File: src/rtl/fir_interpolator.sv
// fir_interpolator -- polyphase FIR upsampler (zero-stuff by INTERP).
//
// The block takes low-rate samples through a valid/ready handshake. It
// produces one filtered output every SAMPLE_DIV clocks. A single multiplier-
// accumulator is shared over time: each output takes TPP MAC cycles for
// phase p, using x[k] * h[p + k*INTERP].
//
// Ports:
//   clk           system clock (MCLK_RATE Hz)
//   reset_n       asynchronous active-low reset
//   coefficients  h[0..FILTER_LENGTH-1], signed Q1.(IW-1), interp gain folded in
//   in_data       signed input sample
//   in_valid      in_data valid
//   in_ready      holding register empty; transfer on in_valid && in_ready
//   out_data      signed filtered output, held between strobes
//   out_valid     one-cycle strobe per output sample
//   underrun      one-cycle pulse when no sample is available at a phase-0 tick
//
// Build option: define FIR_INTERP_SATURATE_EN to clamp out-of-range results
// to the IW-bit signed limits. Without it, the low IW bits are kept (wrap).
module fir_interpolator #(
  parameter int IW            = 16,
  parameter int FILTER_LENGTH = 24,
  parameter int INTERP        = 6,
  parameter int MCLK_RATE     = 53693175,
  parameter int DATA_CLK_OUT  = 288000
) (
  input  logic                              clk,
  input  logic                              reset_n,
  input  logic [FILTER_LENGTH-1:0][IW-1:0]  coefficients,
  input  logic [IW-1:0]                     in_data,
  input  logic                              in_valid,
  output logic                              in_ready,
  output logic [IW-1:0]                     out_data,
  output logic                              out_valid,
  output logic                              underrun
);

  localparam int TPP        = FILTER_LENGTH / INTERP;
  localparam int SAMPLE_DIV = MCLK_RATE / DATA_CLK_OUT;
  localparam int ACC_W      = 2*IW + $clog2(TPP);
  localparam int DIV_W      = (SAMPLE_DIV > 1) ? $clog2(SAMPLE_DIV) : 1;
  localparam int PH_W       = (INTERP > 1) ? $clog2(INTERP) : 1;
  localparam int K_W        = (TPP > 1) ? $clog2(TPP) : 1;
  localparam int CI_W       = (FILTER_LENGTH > 1) ? $clog2(FILTER_LENGTH) : 1;
  // Rounding constant: half an output LSB, giving round half up.
  localparam logic signed [ACC_W-1:0] RND = ACC_W'(1) << (IW-2);

  typedef enum logic [1:0] {IDLE, MAC, DONE} state_e;

  state_e                   state_q;
  logic [DIV_W-1:0]         div_q;
  logic [PH_W-1:0]          phase_q;
  logic [K_W-1:0]           k_q;
  logic signed [ACC_W-1:0]  acc_q, acc_d;
  logic signed [IW-1:0]     hist_q [TPP];
  logic [IW-1:0]            hold_q;
  logic                     full_q;
  logic [IW-1:0]            out_data_q;
  logic                     out_valid_q, underrun_q;

  logic                     tick, ph0_tick, load;
  logic [IW-1:0]            x_new;
  logic [CI_W-1:0]          cidx;
  logic signed [2*IW-1:0]   prod;
  logic [IW-1:0]            res;

  always_comb begin
    tick     = (div_q == DIV_W'(SAMPLE_DIV-1));
    ph0_tick = (state_q == IDLE) && tick && (phase_q == '0);
    // A sample offered at the phase-0 tick while the buffer is empty bypasses
    // the holding register and goes straight into the history.
    x_new    = full_q ? hold_q : (in_valid ? in_data : '0);
    load     = in_valid && !full_q && !ph0_tick;
    cidx     = CI_W'(phase_q) + CI_W'(k_q * INTERP);
    prod     = $signed(hist_q[k_q]) * $signed(coefficients[cidx]);
    acc_d    = acc_q + ACC_W'(prod);
  end

`ifdef FIR_INTERP_SATURATE_EN
  logic signed [ACC_W-1:0] rshift;
  logic                    ovf;
  assign rshift = (acc_q + RND) >>> (IW-1);
  // In range only when every bit above the IW-bit sign position matches it.
  assign ovf    = !((&rshift[ACC_W-1:IW-1]) || !(|rshift[ACC_W-1:IW-1]));
  assign res    = !ovf ? rshift[IW-1:0]
                : (rshift[ACC_W-1] ? {1'b1, {(IW-1){1'b0}}} : {1'b0, {(IW-1){1'b1}}});
`else
  assign res = IW'((acc_q + RND) >>> (IW-1));
`endif

  always_ff @(posedge clk or negedge reset_n) begin
    if (!reset_n) begin
      state_q     <= IDLE;
      div_q       <= '0;
      phase_q     <= '0;
      k_q         <= '0;
      acc_q       <= '0;
      hold_q      <= '0;
      full_q      <= 1'b0;
      out_data_q  <= '0;
      out_valid_q <= 1'b0;
      underrun_q  <= 1'b0;
      for (int i = 0; i < TPP; i++) hist_q[i] <= '0;
    end else begin
      out_valid_q <= 1'b0;
      underrun_q  <= 1'b0;
      div_q       <= tick ? '0 : div_q + DIV_W'(1);
      if (load) begin
        hold_q <= in_data;
        full_q <= 1'b1;
      end
      case (state_q)
        IDLE: if (tick) begin
          if (phase_q == '0) begin
            for (int i = TPP-1; i > 0; i--) hist_q[i] <= hist_q[i-1];
            hist_q[0] <= x_new;
            if (full_q)         full_q     <= 1'b0;
            else if (!in_valid) underrun_q <= 1'b1;
          end
          acc_q   <= '0;
          k_q     <= '0;
          state_q <= MAC;
        end
        MAC: begin
          acc_q <= acc_d;
          if (k_q == K_W'(TPP-1)) state_q <= DONE;
          else                    k_q     <= k_q + K_W'(1);
        end
        DONE: begin
          out_data_q  <= res;
          out_valid_q <= 1'b1;
          phase_q     <= (phase_q == PH_W'(INTERP-1)) ? '0 : phase_q + PH_W'(1);
          state_q     <= IDLE;
        end
        default: state_q <= IDLE;
      endcase
    end
  end

  assign in_ready  = !full_q;
  assign out_data  = out_data_q;
  assign out_valid = out_valid_q;
  assign underrun  = underrun_q;

endmodule

File: config.mk
export PLATFORM = sky130hd
export DESIGN_NAME = fir_interpolator
export DESIGN_NICKNAME = d
export VERILOG_FILES = /design/src/rtl/fir_interpolator.sv
export SDC_FILE = /design/constraint.sdc
export NUM_CORES = 1
export LEC_CHECK = 0
export ABC_AREA = 1
export CAP_MARGIN = 10
export CORE_MARGIN = 4
export CORE_UTILIZATION = 40
export DETAILED_ROUTE_END_ITERATION = 10
export GPL_ROUTABILITY_DRIVEN = 0
export SKIP_CTS_REPAIR_TIMING = 1
export SLEW_MARGIN = 15
export SYNTH_ARGS = -nofsm -noshare
export SYNTH_HDL_FRONTEND = slang
export SYNTH_SLANG_ARGS = --single-unit
File: constraint.sdc
create_clock -name clk -period 11.1 [get_ports clk]
set_input_delay 3.33 -clock clk [delete_from_list [all_inputs] [get_ports clk]]
set_output_delay 3.33 -clock clk [all_outputs]
set_load 0.02 [all_outputs]
==> flow_summary_export.csv <==
group,metric,value,unit
run_status,outcome,"complete, no violations",
hold_path,holdPathStages,2,
global_routing,grt_overflow_total,0,
route,via_count,20080,
synthesis,synthSimpleGateAreaFrac,21.33,%
synthesis,syn_inst,2741,
placement,io_buffers,421,
timing,tightest_slew,1.005,ns
route,wl,79330,microns
timing,rsz0062_at_grt,"false",
worst_setup_path,reg2regPathDepth,32,
final_layout,fill_cells,5039,
worst_setup_path,critical_path.startpoint_type,"input port",
power,power,7.820,mW
synthesis,synthAdderAreaFrac,33.40,%
synthesis,synth-compound-area-share,13.51,%
synthesis,synthMuxAreaShare,0.9133,%
worst_setup_path,r2r-end,"acc_q[27]",
final_layout,drive_gt1_share,5.260,%
die,die_h,236.9,microns
die,pin_count,422,
synthesis,synth_cell_types,55,
route,wire_per_inst,20.99,microns
die,fp.coreArea,0.05161,sq mm
global_routing,grt_pass1_wl,123500,microns
route,drc_errors,0,
die,initial_core_util,40.61,%
global_routing,grt_pass1_vias,20850,
route,drtIter0Drc,1622,
global_routing,antenna_found_initial,5,
worst_setup_path,critPathKind,"in2reg",
timing,hold_viol,0,
synthesis,synthArstFlopShare,100.0,%
route,via_per_inst,5.311,
die,fp.dieW,236.9,microns
timing,min_period_over_period,95.98,%
timing,period_minus_slack,10.65,ns
die,design.die.area,0.05613,sq mm
synthesis,synth_nets,3532,
timing,setup_violations,0,
hold_path,hp-class,"reg2reg",
power,vdd_drop_max,437.9,uV
timing,relSlewSlack,32.84,%
synthesis,ys_seq_area_share,17.31,%
hold_path,whs_endpoint,"hist_q[60]",
hold_path,min_from,"hist_q[60]",
clock_tree,cts_tree,"built",
clock_tree,clk_pin_slew,0.07,ns
clock_tree,cts_made_buffers,17,
worst_setup_path,cp_slowest_stage_delay,0.69,ns
timing,slew_violations,0,
route,firstDrtPassIters,6,
global_routing,grtUsageTotal,28.08,%
clock_tree,clkLatencyLatePin,0.42,ns
worst_setup_path,cpMaxStageDelayCell,"o311ai_0",
route,drtAntennaViolNets,0,
worst_setup_path,critPathArrivalTime,10.95,ns
synthesis,synth_top_family_by_area,"adder cells",
synthesis,synth_area,0.02096,sq mm
global_routing,grt_max_degree,115,
final_layout,nNetsFinal,3877,
timing,fmax,93.86,MHz
placement,hpwl,66070,microns
worst_setup_path,end_kind,"flip-flop",
job,maxCapViolCount,0,
worst_setup_path,crit_path_frequent_cell,"nand2_1",
synthesis,yosysWarningCount,0,
worst_setup_path,r2r_start,"phase_q[0]",
power,leakagePower,12.84,nW
timing,clock_skew,0.008107,ns
synthesis,synth_xor_xnor_area_share,1.176,%
die,placementRows,83,
synthesis,synth_edf_count,0,
timing,setup_tns,0,ns
clock_tree,clock_path_buffers,2,
clock_tree,clock_sinks,145,
worst_setup_path,crit_fanout,15,
synthesis,ys.flop_type,"dfrtp_1",
clock_tree,htree_num_levels,4,
final_layout,area_growth,24.34,%
synthesis,synth-seq-cells,145,
synthesis,synth_area_per_cell,7.647,sq um
clock_tree,cts_root_buffer,"clkbuf_16",
worst_setup_path,crit_required,11.39,ns
worst_setup_path,rrSetupSlack,1.98,ns
power,power_density,300.1,mW/mm^2
-- Yosys cell counts (8+ instances only) --
library cell / n / area, sq um
nor2_2: 11 / 68.82
nor3_1: 11 / 55.05
clkbuf_1: 35 / 131.4
o21ai_0: 133 / 665.6
nand4_1: 8 / 50.05
a21oi_1: 185 / 925.9
a21o_1: 8 / 60.06
buf_4: 23 / 172.7
buf_6: 26 / 292.8
inv_1: 445 / 1670
a32o_1: 13 / 130.1
a22oi_1: 39 / 292.8
ha_1: 102 / 1276
nand3_1: 116 / 580.6
o311ai_1: 11 / 96.34
dfrtp_1: 145 / 3628
o21ai_1: 8 / 40.04
a32oi_1: 19 / 166.4
nand2_1: 752 / 2823
fa_1: 286 / 5725
buf_2: 34 / 170.2
buf_1: 10 / 37.54
xor2_1: 18 / 157.7
or2_2: 14 / 87.58
nand2_2: 11 / 68.82
inv_2: 19 / 71.32
mux2_2: 17 / 191.4
nor2_1: 163 / 611.8
o311ai_0: 11 / 96.34
-- sequential cells by signal, indices dropped and copies added (netlist names) --
register / cells
hist_q: 64
acc_q: 31
hold_q: 16
out_data: 16
div_q: 8
phase_q: 3
k_q: 2
state_q: 2
full_q: 1
out_valid: 1
underrun: 1
-- logic make-up (layout without fill, tap and decap cells) --
logic type	Yosys count	after routing
AO/OA/AOI/OAI	463	463
XOR/XNOR	26	26
adder cells (fa/ha/maj)	388	388
buffers and inverters	601	959
flip-flops	145	145
multiplexers	17	17
other	0	1
AND/OR/NAND/NOR	1101	1101
-- worst max-delay path by stage --
stage | endpoint | slack (ns) | start | cells past startpoint
after global placement | acc_q[27] | 0.19 | coefficients[89] | 33
after CTS | acc_q[27] | 0.64 | coefficients[89] | 33
final | acc_q[27] | 0.45 | coefficients[89] | 33
after global routing | acc_q[27] | 0.28 | coefficients[89] | 33
after floorplan | acc_q[27] | 2.17 | coefficients[88] | 33
after detailed placement | acc_q[27] | 0.24 | coefficients[89] | 33
-- critical path, delay by kind of cell --
| family | cells | cell delay, ns |
|---|---|---|
| buffers and inverters | 8 | 1.08 |
| AOI/OAI and AO/OA | 5 | 1.17 |
| and+or+nand+nor | 13 | 1.86 |
| adders and majority gates | 7 | 3.45 |
-- metrics by stage --
| stage | setup WS, ns | util, % | hold WS, ns | instances | instance area [sq um] |
|---|---|---|---|---|---|
| after floorplan | 2.168 | - | 0.4455 | 2741 | 20960 |
| after global placement | 0.1884 | 49.41 | 0.4603 | 3747 | 25500 |
| after detailed placement | 0.2364 | 49.41 | 0.4688 | 3747 | 25500 |
| after CTS | 0.6411 | 50.49 | 0.4837 | 3779 | 26060 |
| after global routing | 0.2841 | 50.49 | 0.5060 | 3780 | 26060 |
| final | 0.4461 | 50.49 | 0.4829 | 3780 | 26060 |
-- layout make-up --
| class | count | area (sq um) | area share [%] |
|---|---|---|---|
| Inverter | 472 | 1784 | 6.846 |
| Antenna cell | 1 | 2.502 | 0.009602 |
| Clock buffer | 19 | 452.9 | 1.738 |
| Timing Repair Buffer | 455 | 4471 | 17.15 |
| Multi-Input combinational cell | 1995 | 14760 | 56.65 |
| Clock inverter | 13 | 105.1 | 0.4033 |
| Sequential cell | 145 | 3632 | 13.94 |
| Tap cell | 680 | 850.8 | 3.265 |
-- where the power goes --
group | internal [mW] | switching (mW)
clock | 0.300 | 0.238
combinational | 2.54 | 4.21
sequential | 0.528 | 0
-- placed cells by master, fill, tap and decap left out, types with 13 or more instances in the layout --
cell type	n
inv_2	19
a32o_1	13
xor2_1	18
or2_2	14
nor2_1	163
o21ai_0	133
fa_1	285
clkbuf_16	17
buf_4	34
clkdlybuf4s50_1	420
a22oi_1	39
a21oi_1	185
ha_1	101
a32oi_1	19
mux2_2	17
nand3_1	115
inv_1	444
dfrtp_1	144
nand2_1	752
-- routing by layer --
metal	vias up	routed length [microns]	global-route usage, %
met5	-	34	0
met4	6	3196	9.395
met3	137	5932	4.018
met2	869	36750	46.40
met1	9776	33410	38.06
li1	9287	-	-
Note: power is estimated with default switching activity, not from simulation.
